===== src/rtl/counter_pkg.sv =====
// Shared mode encodings and FSM state type for the up/down modulus counter.
package counter_pkg;

    localparam logic [1:0] MODE_FREE    = 2'b00;
    localparam logic [1:0] MODE_SAT     = 2'b01;
    localparam logic [1:0] MODE_ONESHOT = 2'b10;
    localparam logic [1:0] MODE_RSVD    = 2'b11;

    typedef enum logic {
        ST_RUN  = 1'b0,
        ST_HALT = 1'b1
    } state_t;

endpackage


===== src/rtl/updown_mod_next.sv =====
// Combinational next-count: wraps in FREE, clamps at the ends otherwise, holds in reserved mode.
module updown_mod_next
    import counter_pkg::*;
#(
    parameter int N   = 8,
    parameter int MAX = 2**N-1
) (
    input  logic [N-1:0] Q,
    input  logic         up_down_n,
    input  logic [1:0]   mode,
    output logic [N-1:0] next_q,
    output logic         will_wrap
);

    localparam logic [N-1:0] MAX_Q = N'(MAX);

    logic w_at_max;
    logic w_at_zero;

    assign w_at_max  = (Q == MAX_Q);
    assign w_at_zero = (Q == '0);

    always_comb begin
        next_q    = Q;
        will_wrap = 1'b0;
        case (mode)
            MODE_FREE: begin
                if (up_down_n) begin
                    next_q    = w_at_max ? '0 : Q + 1'b1;
                    will_wrap = w_at_max;
                end else begin
                    next_q    = w_at_zero ? MAX_Q : Q - 1'b1;
                    will_wrap = w_at_zero;
                end
            end
            MODE_SAT, MODE_ONESHOT: begin
                if (up_down_n)
                    next_q = w_at_max ? Q : Q + 1'b1;
                else
                    next_q = w_at_zero ? Q : Q - 1'b1;
            end
            default: begin
                next_q    = Q;
                will_wrap = 1'b0;
            end
        endcase
    end

endmodule


===== src/rtl/updown_mod_counter.sv =====
// Up/down counter with clamped parallel load, programmable modulus and FREE/SAT/ONESHOT modes.
// state   | meaning
// ST_RUN  | counting allowed (all modes)
// ST_HALT | one-shot finished; only load or reset (or leaving ONESHOT) resumes
module updown_mod_counter
    import counter_pkg::*;
#(
    parameter int N   = 8,
    parameter int MAX = 2**N-1
) (
    input  logic         clk,
    input  logic         reset,
    input  logic         en,
    input  logic         load,
    input  logic         up_down_n,
    input  logic [1:0]   mode,
    input  logic [N-1:0] D,
    output logic [N-1:0] Q,
    output logic         tc,
    output logic         wrap,
    output logic         done
);

    localparam logic [N-1:0] MAX_Q = N'(MAX);

    logic [N-1:0] r_q;
    logic         r_wrap;
    logic         r_done;
    state_t       r_state;

    logic [N-1:0] w_next_q;
    logic         w_will_wrap;
    logic [N-1:0] w_load_val;

    updown_mod_next #(
        .N   (N),
        .MAX (MAX)
    ) u_next (
        .Q         (r_q),
        .up_down_n (up_down_n),
        .mode      (mode),
        .next_q    (w_next_q),
        .will_wrap (w_will_wrap)
    );

    assign w_load_val = (D > MAX_Q) ? MAX_Q : D;
    assign tc         = up_down_n ? (r_q == MAX_Q) : (r_q == '0);

    always_ff @(posedge clk or posedge reset) begin
        if (reset) begin
            r_q     <= '0;
            r_wrap  <= 1'b0;
            r_done  <= 1'b0;
            r_state <= ST_RUN;
        end else if (load) begin
            r_q     <= w_load_val;
            r_wrap  <= 1'b0;
            r_done  <= 1'b0;
            r_state <= ST_RUN;
        end else if (mode != MODE_ONESHOT) begin
            // Any non-oneshot mode releases a halted one-shot on this edge.
            r_state <= ST_RUN;
            r_done  <= 1'b0;
            r_wrap  <= 1'b0;
            if (en && (mode == MODE_FREE)) begin
                r_q    <= w_next_q;
                r_wrap <= w_will_wrap;
            end else if (en && (mode == MODE_SAT)) begin
                r_q <= w_next_q;
            end
        end else begin
            r_wrap <= 1'b0;
            case (r_state)
                ST_RUN: begin
                    if (en) begin
                        if (tc) begin
                            r_state <= ST_HALT;
                            r_done  <= 1'b1;
                        end else begin
                            r_q <= w_next_q;
                        end
                    end
                end
                ST_HALT: begin
                    r_done <= 1'b1;
                end
                default: r_state <= ST_RUN;
            endcase
        end
    end

    assign Q    = r_q;
    assign wrap = r_wrap;
    assign done = r_done;

endmodule

===== config.mk =====
export PLATFORM = sky130hd
export DESIGN_NAME = updown_mod_counter
export DESIGN_NICKNAME = d
export VERILOG_FILES = /design/src/rtl/counter_pkg.sv /design/src/rtl/updown_mod_next.sv /design/src/rtl/updown_mod_counter.sv
export SDC_FILE = /design/constraint.sdc
export NUM_CORES = 1
export LEC_CHECK = 0
export ABC_AREA = 1
export CAP_MARGIN = 20
export CORE_MARGIN = 2
export CORE_UTILIZATION = 40
export DETAILED_ROUTE_END_ITERATION = 8
export DONT_BUFFER_PORTS = 1
export PLACE_DENSITY = 0.6
export SLEW_MARGIN = 20
export SYNTH_ARGS = -nofsm -noshare
export SYNTH_HDL_FRONTEND = slang
export SYNTH_SLANG_ARGS = --single-unit

===== constraint.sdc =====
create_clock -name clk -period 1.6 [get_ports clk]
set_clock_uncertainty 0.1 [all_clocks]
set_input_delay 0.08 -clock clk [delete_from_list [all_inputs] [get_ports clk]]
set_output_delay 0.08 -clock clk [all_outputs]
set_load 0.05 [all_outputs]

Word level (Yosys, flattened, before mapping) --
Index checks and enable logic that the tools add are counted.
Storage, ports and cells: flip-flop bits (word level) 11, input port bits 15, output and inout port bits 11, logic and storage cells 55
Operators by class: add/subtract/negate cells 2, order comparisons 1, eq/ne operators 9, multiplexer cells 30, bitwise operators 1, reductions and logical operators 8
Operators with widths (count):
- $mux 8 | 14
- $pmux 8 s2 | 1
- $mux 1 | 14
- $add 8x1->8 const B | 1
- $eq 8x8->1 const B | 1
- $gt 8x8->1 const B | 1
- $logic_not 8->1 | 1
- $ne 4x4->1 const B | 2
- $sub 8x1->8 const B | 1
- $ne 3x2->1 const B | 2
- $ne 4x2->1 const B | 1
- $reduce_and 4->1 | 1
- $reduce_bool 3->1 | 1
- $eq 2x1->1 const B | 1
- $eq 2x2->1 const B | 1
- $logic_and 1x1->1 | 2
- $logic_not 2->1 | 1
- $ne 2x2->1 const B | 1
- $pmux 1 s2 | 1
- $reduce_and 2->1 | 1
- $reduce_or 2->1 | 1
- $not 1->1 | 1

Longest topological paths before layout --
depth after elaboration 9, gate-level depth with buffers 12, gate-level depth less buffers 11

Modules after synthesis --
From an unflattened synthesis, not the netlist that was laid out.
Unflattened totals: cells, all modules 241, area, all modules 1391.3 µm²
By module, submodules not included:
- updown_mod_next | instances 1, cells an instance 147, area each 757.0 µm², seq. area each 0.0 µm²
- updown_mod_counter | instances 1, cells an instance 94, area each 634.4 µm², seq. area each 275.3 µm²

Worst setup path after synthesis --
No wires, ideal clock.
kind register to register, start register r_q[0], in the netlist Q[0], end register r_done, in the netlist done, setup time 0.127 ns, arrival time 1.903 ns, required time 1.373 ns, slack -0.530 ns, stages on the path, launching flop included 9, buffers on the path 0, period minus slack after synthesis 2.130 ns, cells stage by stage dfrtp_1 -> inv_1 -> ha_1 -> nand2_2 -> nor2_4 -> nand2_2 -> nand2_1 -> a21oi_1 -> o21ai_0
On the way: cells in the longest elaborated chain, start to end 4, elaborated cells between the ends (all ways) 5, classes of those cells eq/ne: 2; mux: 1; reduce/logical: 2
RTL lines:
- start: declaration | line updown_mod_counter.sv:26 | logic [N-1:0] r_q;
- start signal: assignment | line updown_mod_counter.sv:56 | r_q <= w_load_val;
- start signal: assignment | line updown_mod_counter.sv:66 | r_q <= w_next_q;
- start signal: assignment | line updown_mod_counter.sv:69 | r_q <= w_next_q;
- $eq 8x8->1 / $logic_not 8->1 (equally long branches) | line updown_mod_counter.sv:47 | assign tc = up_down_n ? (r_q == MAX_Q) : (r_q == '0);
- $mux 1 * | line updown_mod_counter.sv:47
- net tc | line updown_mod_counter.sv:19 | output logic tc,
- $ne 4x4->1 (no line) *
- $reduce_and 2->1 (no line) *
- end signal: assignment | line updown_mod_counter.sv:53 | r_done <= 1'b0;
- end signal: assignment | line updown_mod_counter.sv:58 | r_done <= 1'b0;
- end signal: assignment | line updown_mod_counter.sv:63 | r_done <= 1'b0;
- end: declaration | line updown_mod_counter.sv:28 | logic r_done;
Mark *: on every way through the listed nets, which the timed path passes. The rest lies on a longest branch. A chain may end at the register's enable or synchronous reset.

Worst setup path in the final report --
start register r_q[0], in the netlist Q[0], end register r_q[7], in the netlist Q[7]
On the way: cells in the longest elaborated chain, start to end 9, elaborated cells between the ends (all ways) 21, classes of those cells add/sub: 2; eq/ne: 2; mux: 15; reduce/logical: 2
RTL lines:
- $sub 8x1->8 (tied with other cells) | line updown_mod_next.sv:32, updown_mod_next.sv:40
- $mux 8, on equally long branches
- $mux 8, on equally long branches | line updown_mod_next.sv:37, updown_mod_next.sv:28
- $pmux 8 s2 | line updown_mod_next.sv:26 | case (mode)
- $mux 8 | line updown_mod_counter.sv:76 | if (tc) begin
- $mux 8 | line updown_mod_counter.sv:75 | if (en) begin
- $mux 8 | line updown_mod_counter.sv:73 | case (r_state)
- $mux 8 | line updown_mod_counter.sv:60 | end else if (mode != MODE_ONESHOT) begin
- $mux 8 | line updown_mod_counter.sv:55 | end else if (load) begin
Several ways; a longest one is shown, not always the timed one. The select of a mux whose other input is x is not followed.

==> impl_metrics.env <==
export IMPL_outcome="finished with violations"
export IMPL_violations="negative setup slack"
export IMPL_avgViaCountPerCell=5.19
export IMPL_cp_required_ns=1.66
export IMPL_grt_pass1_wl_um=5590
export IMPL_synth_cell_types=24
export IMPL_powerDensity_nw_per_um2=1020
export IMPL_critPathLaunchType="flop"
export IMPL_final_setup_worst_slack_ns=-0.132
export IMPL_grt_util_all_layers_pct=20.8
export IMPL_yosys_register_bits=11
export IMPL_fin_crit_sh_pct=108
export IMPL_fin_util_pct=57.4
export IMPL_antenna_left=0
export IMPL_yosysWarnings=0
export IMPL_vdd_ir_drop_max_uv=439
export IMPL_grt_ovfl_total=0
export IMPL_die_area_um2=3510
export IMPL_relSlewSlack_pct=68.4
export IMPL_io_pins=26
export IMPL_diodes=0
export IMPL_dp_slack_ns=-0.0429
export IMPL_seq_area_um2=285
export IMPL_tightest_slew_ns=0.474
export IMPL_cts_tree="built"
export IMPL_clkSinkCount=11
export IMPL_area_growth_pct=39.9
export IMPL_die_x_um=59.3
export IMPL_hold_viol=0
export IMPL_syn_avg_cell_area_um2=6.50
export IMPL_crit_type="reg2reg"
export IMPL_clockBufferDepth=2
export IMPL_clk_pin_slew_ns=0.08
export IMPL_drt_total_wl_um=3610
export IMPL_dieHeight_um=59.3
export IMPL_drt_iter0_markers=44
export IMPL_drcViolationCount=0
export IMPL_critical_path_arrival_ns=1.79
export IMPL_first_pass_iters=6
export IMPL_root_buffer="clkbuf_4"
export IMPL_power_total_mw=1.74
export IMPL_reg2regPathDepth=11
export IMPL_rows=20
export IMPL_synthesis_nets=209
export IMPL_drive_gt1_share_pct=37.9
export IMPL_fill_cells=272
export IMPL_num_vias=1350
export IMPL_syn_inst=188
export IMPL_maxCapViolCount=0
export IMPL_dp_hpwl_um=2520
export IMPL_clock_fmax_mhz=578
export IMPL_first_global_vias=1246
export IMPL_final_max_slew_viol_count=0
export IMPL_start_util_pct=41.1
export IMPL_rsz0062_at_grt="true"
export IMPL_numCtsBuffers=3
export IMPL_end_kind="flop"
export IMPL_multiInputGateArea_um2=882
export IMPL_clock_latency_ns=0.27
export IMPL_setup_viol=9
export IMPL_port_buffers=0
export IMPL_wire_per_inst_um=13.9
export IMPL_grt_max_degree=14
export IMPL_core_area_um2=2980
export IMPL_globalplace_congestion=0.898
export IMPL_leakage_nw=0.866
export IMPL_hold_path_class="in2reg"
export IMPL_num_nets_final=249
export IMPL_syn_area_um2=1220
export IMPL_holdPathStages=5
export IMPL_finalCriticalPeriod_ns=1.73
export IMPL_ys_seq_area_share_pct=22.5
export IMPL_antenna_found_initial=0
export IMPL_worstPathMaxFanout=6
export IMPL_cts_max_level=1
path summary, 6_finish.rpt:
| path | startpoint | end | slack (ns) |
|---|---|---|---|
| max | Q[0]$_DFFE_PP0P_ | Q[7]$_DFFE_PP0P_ | -0.13 |
| min | load | Q[0]$_DFFE_PP0P_ | 0.02 |
| max in group asynchronous | reset | Q[3]$_DFFE_PP0P_ | 0.92 |
| min in group asynchronous | reset | done$_DFFE_PP0P_ | 0.15 |
| max reg2reg | Q[0]$_DFFE_PP0P_ | Q[7]$_DFFE_PP0P_ | -0.13 |
| min reg2reg | r_state$_DFF_PP0_ | r_state$_DFF_PP0_ | 0.43 |
through the flow:
step           hold WS [ns]  cells  area, µm²  setup TNS [ns]
2_1_floorplan        -0.168    188       1270           -1.29
3_3_place_gp         -0.113    229       1360               0
3_5_place_dp         -0.101    229       1360          -0.157
4_1_cts             0.00378    252       1610          -0.145
5_1_grt              0.0281    260       1710           -1.55
6_report             0.0209    260       1710          -0.931
layout by cell type (no fill, tap or decap), drive strengths merged:
cell,Yosys,final
a21oi,3,3
buf,7,28
xor2,2,2
dfrtp,11,11
inv,25,25
nand2,65,65
ha,6,6
nand3,28,28
o21ai,12,12
clkbuf,0,4
nand4,3,3
dlygate4sd3,0,13
nor2,21,21
clkinv,0,1
or2,4,4
xnor2,1,1
timing repair:
item                                    4_1_cts  5_1_grt
endpoints found under the setup margin        9       10
pin swaps                                     9        3
gates resized for setup                      14        9
gates cloned                                  0        1
buffers inserted                              6        7
endpoints found under the hold margin        22        0
hold buffers                                 13        0
synth_stat cells:
cell | n | area share (%)
buf_8 | 1 | 1.2
nand3_2 | 5 | 4.1
nand2_4 | 1 | 0.92
ha_1 | 6 | 6.1
nand4_1 | 3 | 1.5
inv_4 | 1 | 0.51
nor2_4 | 3 | 2.8
buf_6 | 3 | 2.8
o21ai_0 | 9 | 3.7
o21ai_2 | 3 | 2.1
dfrtp_1 | 11 | 23
inv_2 | 1 | 0.31
nor2_2 | 4 | 2.0
inv_1 | 23 | 7.1
nand3_1 | 23 | 9.4
xnor2_1 | 1 | 0.72
a21oi_1 | 3 | 1.2
xor2_1 | 2 | 1.4
nor2_1 | 14 | 4.3
nand2_1 | 54 | 17
buf_4 | 1 | 0.61
nand2_2 | 10 | 5.1
or2_2 | 4 | 2.0
buf_2 | 2 | 0.82
layout make-up:
class	instances	area share, %
clock buffer	4	1.54
timing repair inverter	1	0.512
tap	33	2.41
timing repair buffer	41	20.8
inverter	25	6.51
sequential	11	16.7
multi-input combinational	145	51.6
cell families after synthesis:
logic type      after synthesis  share of synthesized area, %
simple gates                121                          48.8
buf+inv                      32                          13.3
compound gates               15                          7.06
flops                        11                          22.5
fa+ha+maj                     6                          6.14
xor+xnor                      3                          2.15
sequential cells by signal, summed over array words and instances, names as in the netlist:
register / cells
Q: 8
done: 1
r_state: 1
wrap: 1
report_power, final:
part | internal (mW) | total, mW | leakage [nW] | switching, mW
Combinational | 0.445 | 1.09 | 0.720 | 0.647
Sequential | 0.335 | 0.449 | 0.131 | 0.114
Clock | 0.0966 | 0.199 | 0.0150 | 0.102
Total | 0.877 | 1.74 | 0.866 | 0.863
per-layer routing:
layer	up-vias	routed length [µm]	track usage (%)
li1	668	-	-
met1	635	1480	25.5
met2	39	1870	36.1
met3	8	196	5.02
met4	0	60	5.19
met5	-	0	0
critical path, cell delays in order, from the launching register on:
cell	delay, ns
dfrtp_2	0.46
inv_4	0.10
ha_4	0.13
nand2_2	0.06
nor2_4	0.16
nand3_1	0.10
nand2_1	0.09
nor2_2	0.05
nand2_4	0.15
clkinv_8	0.09
nand3_2	0.08
nand2_2	0.04
Note: power is estimated with default switching activity, not from simulation.
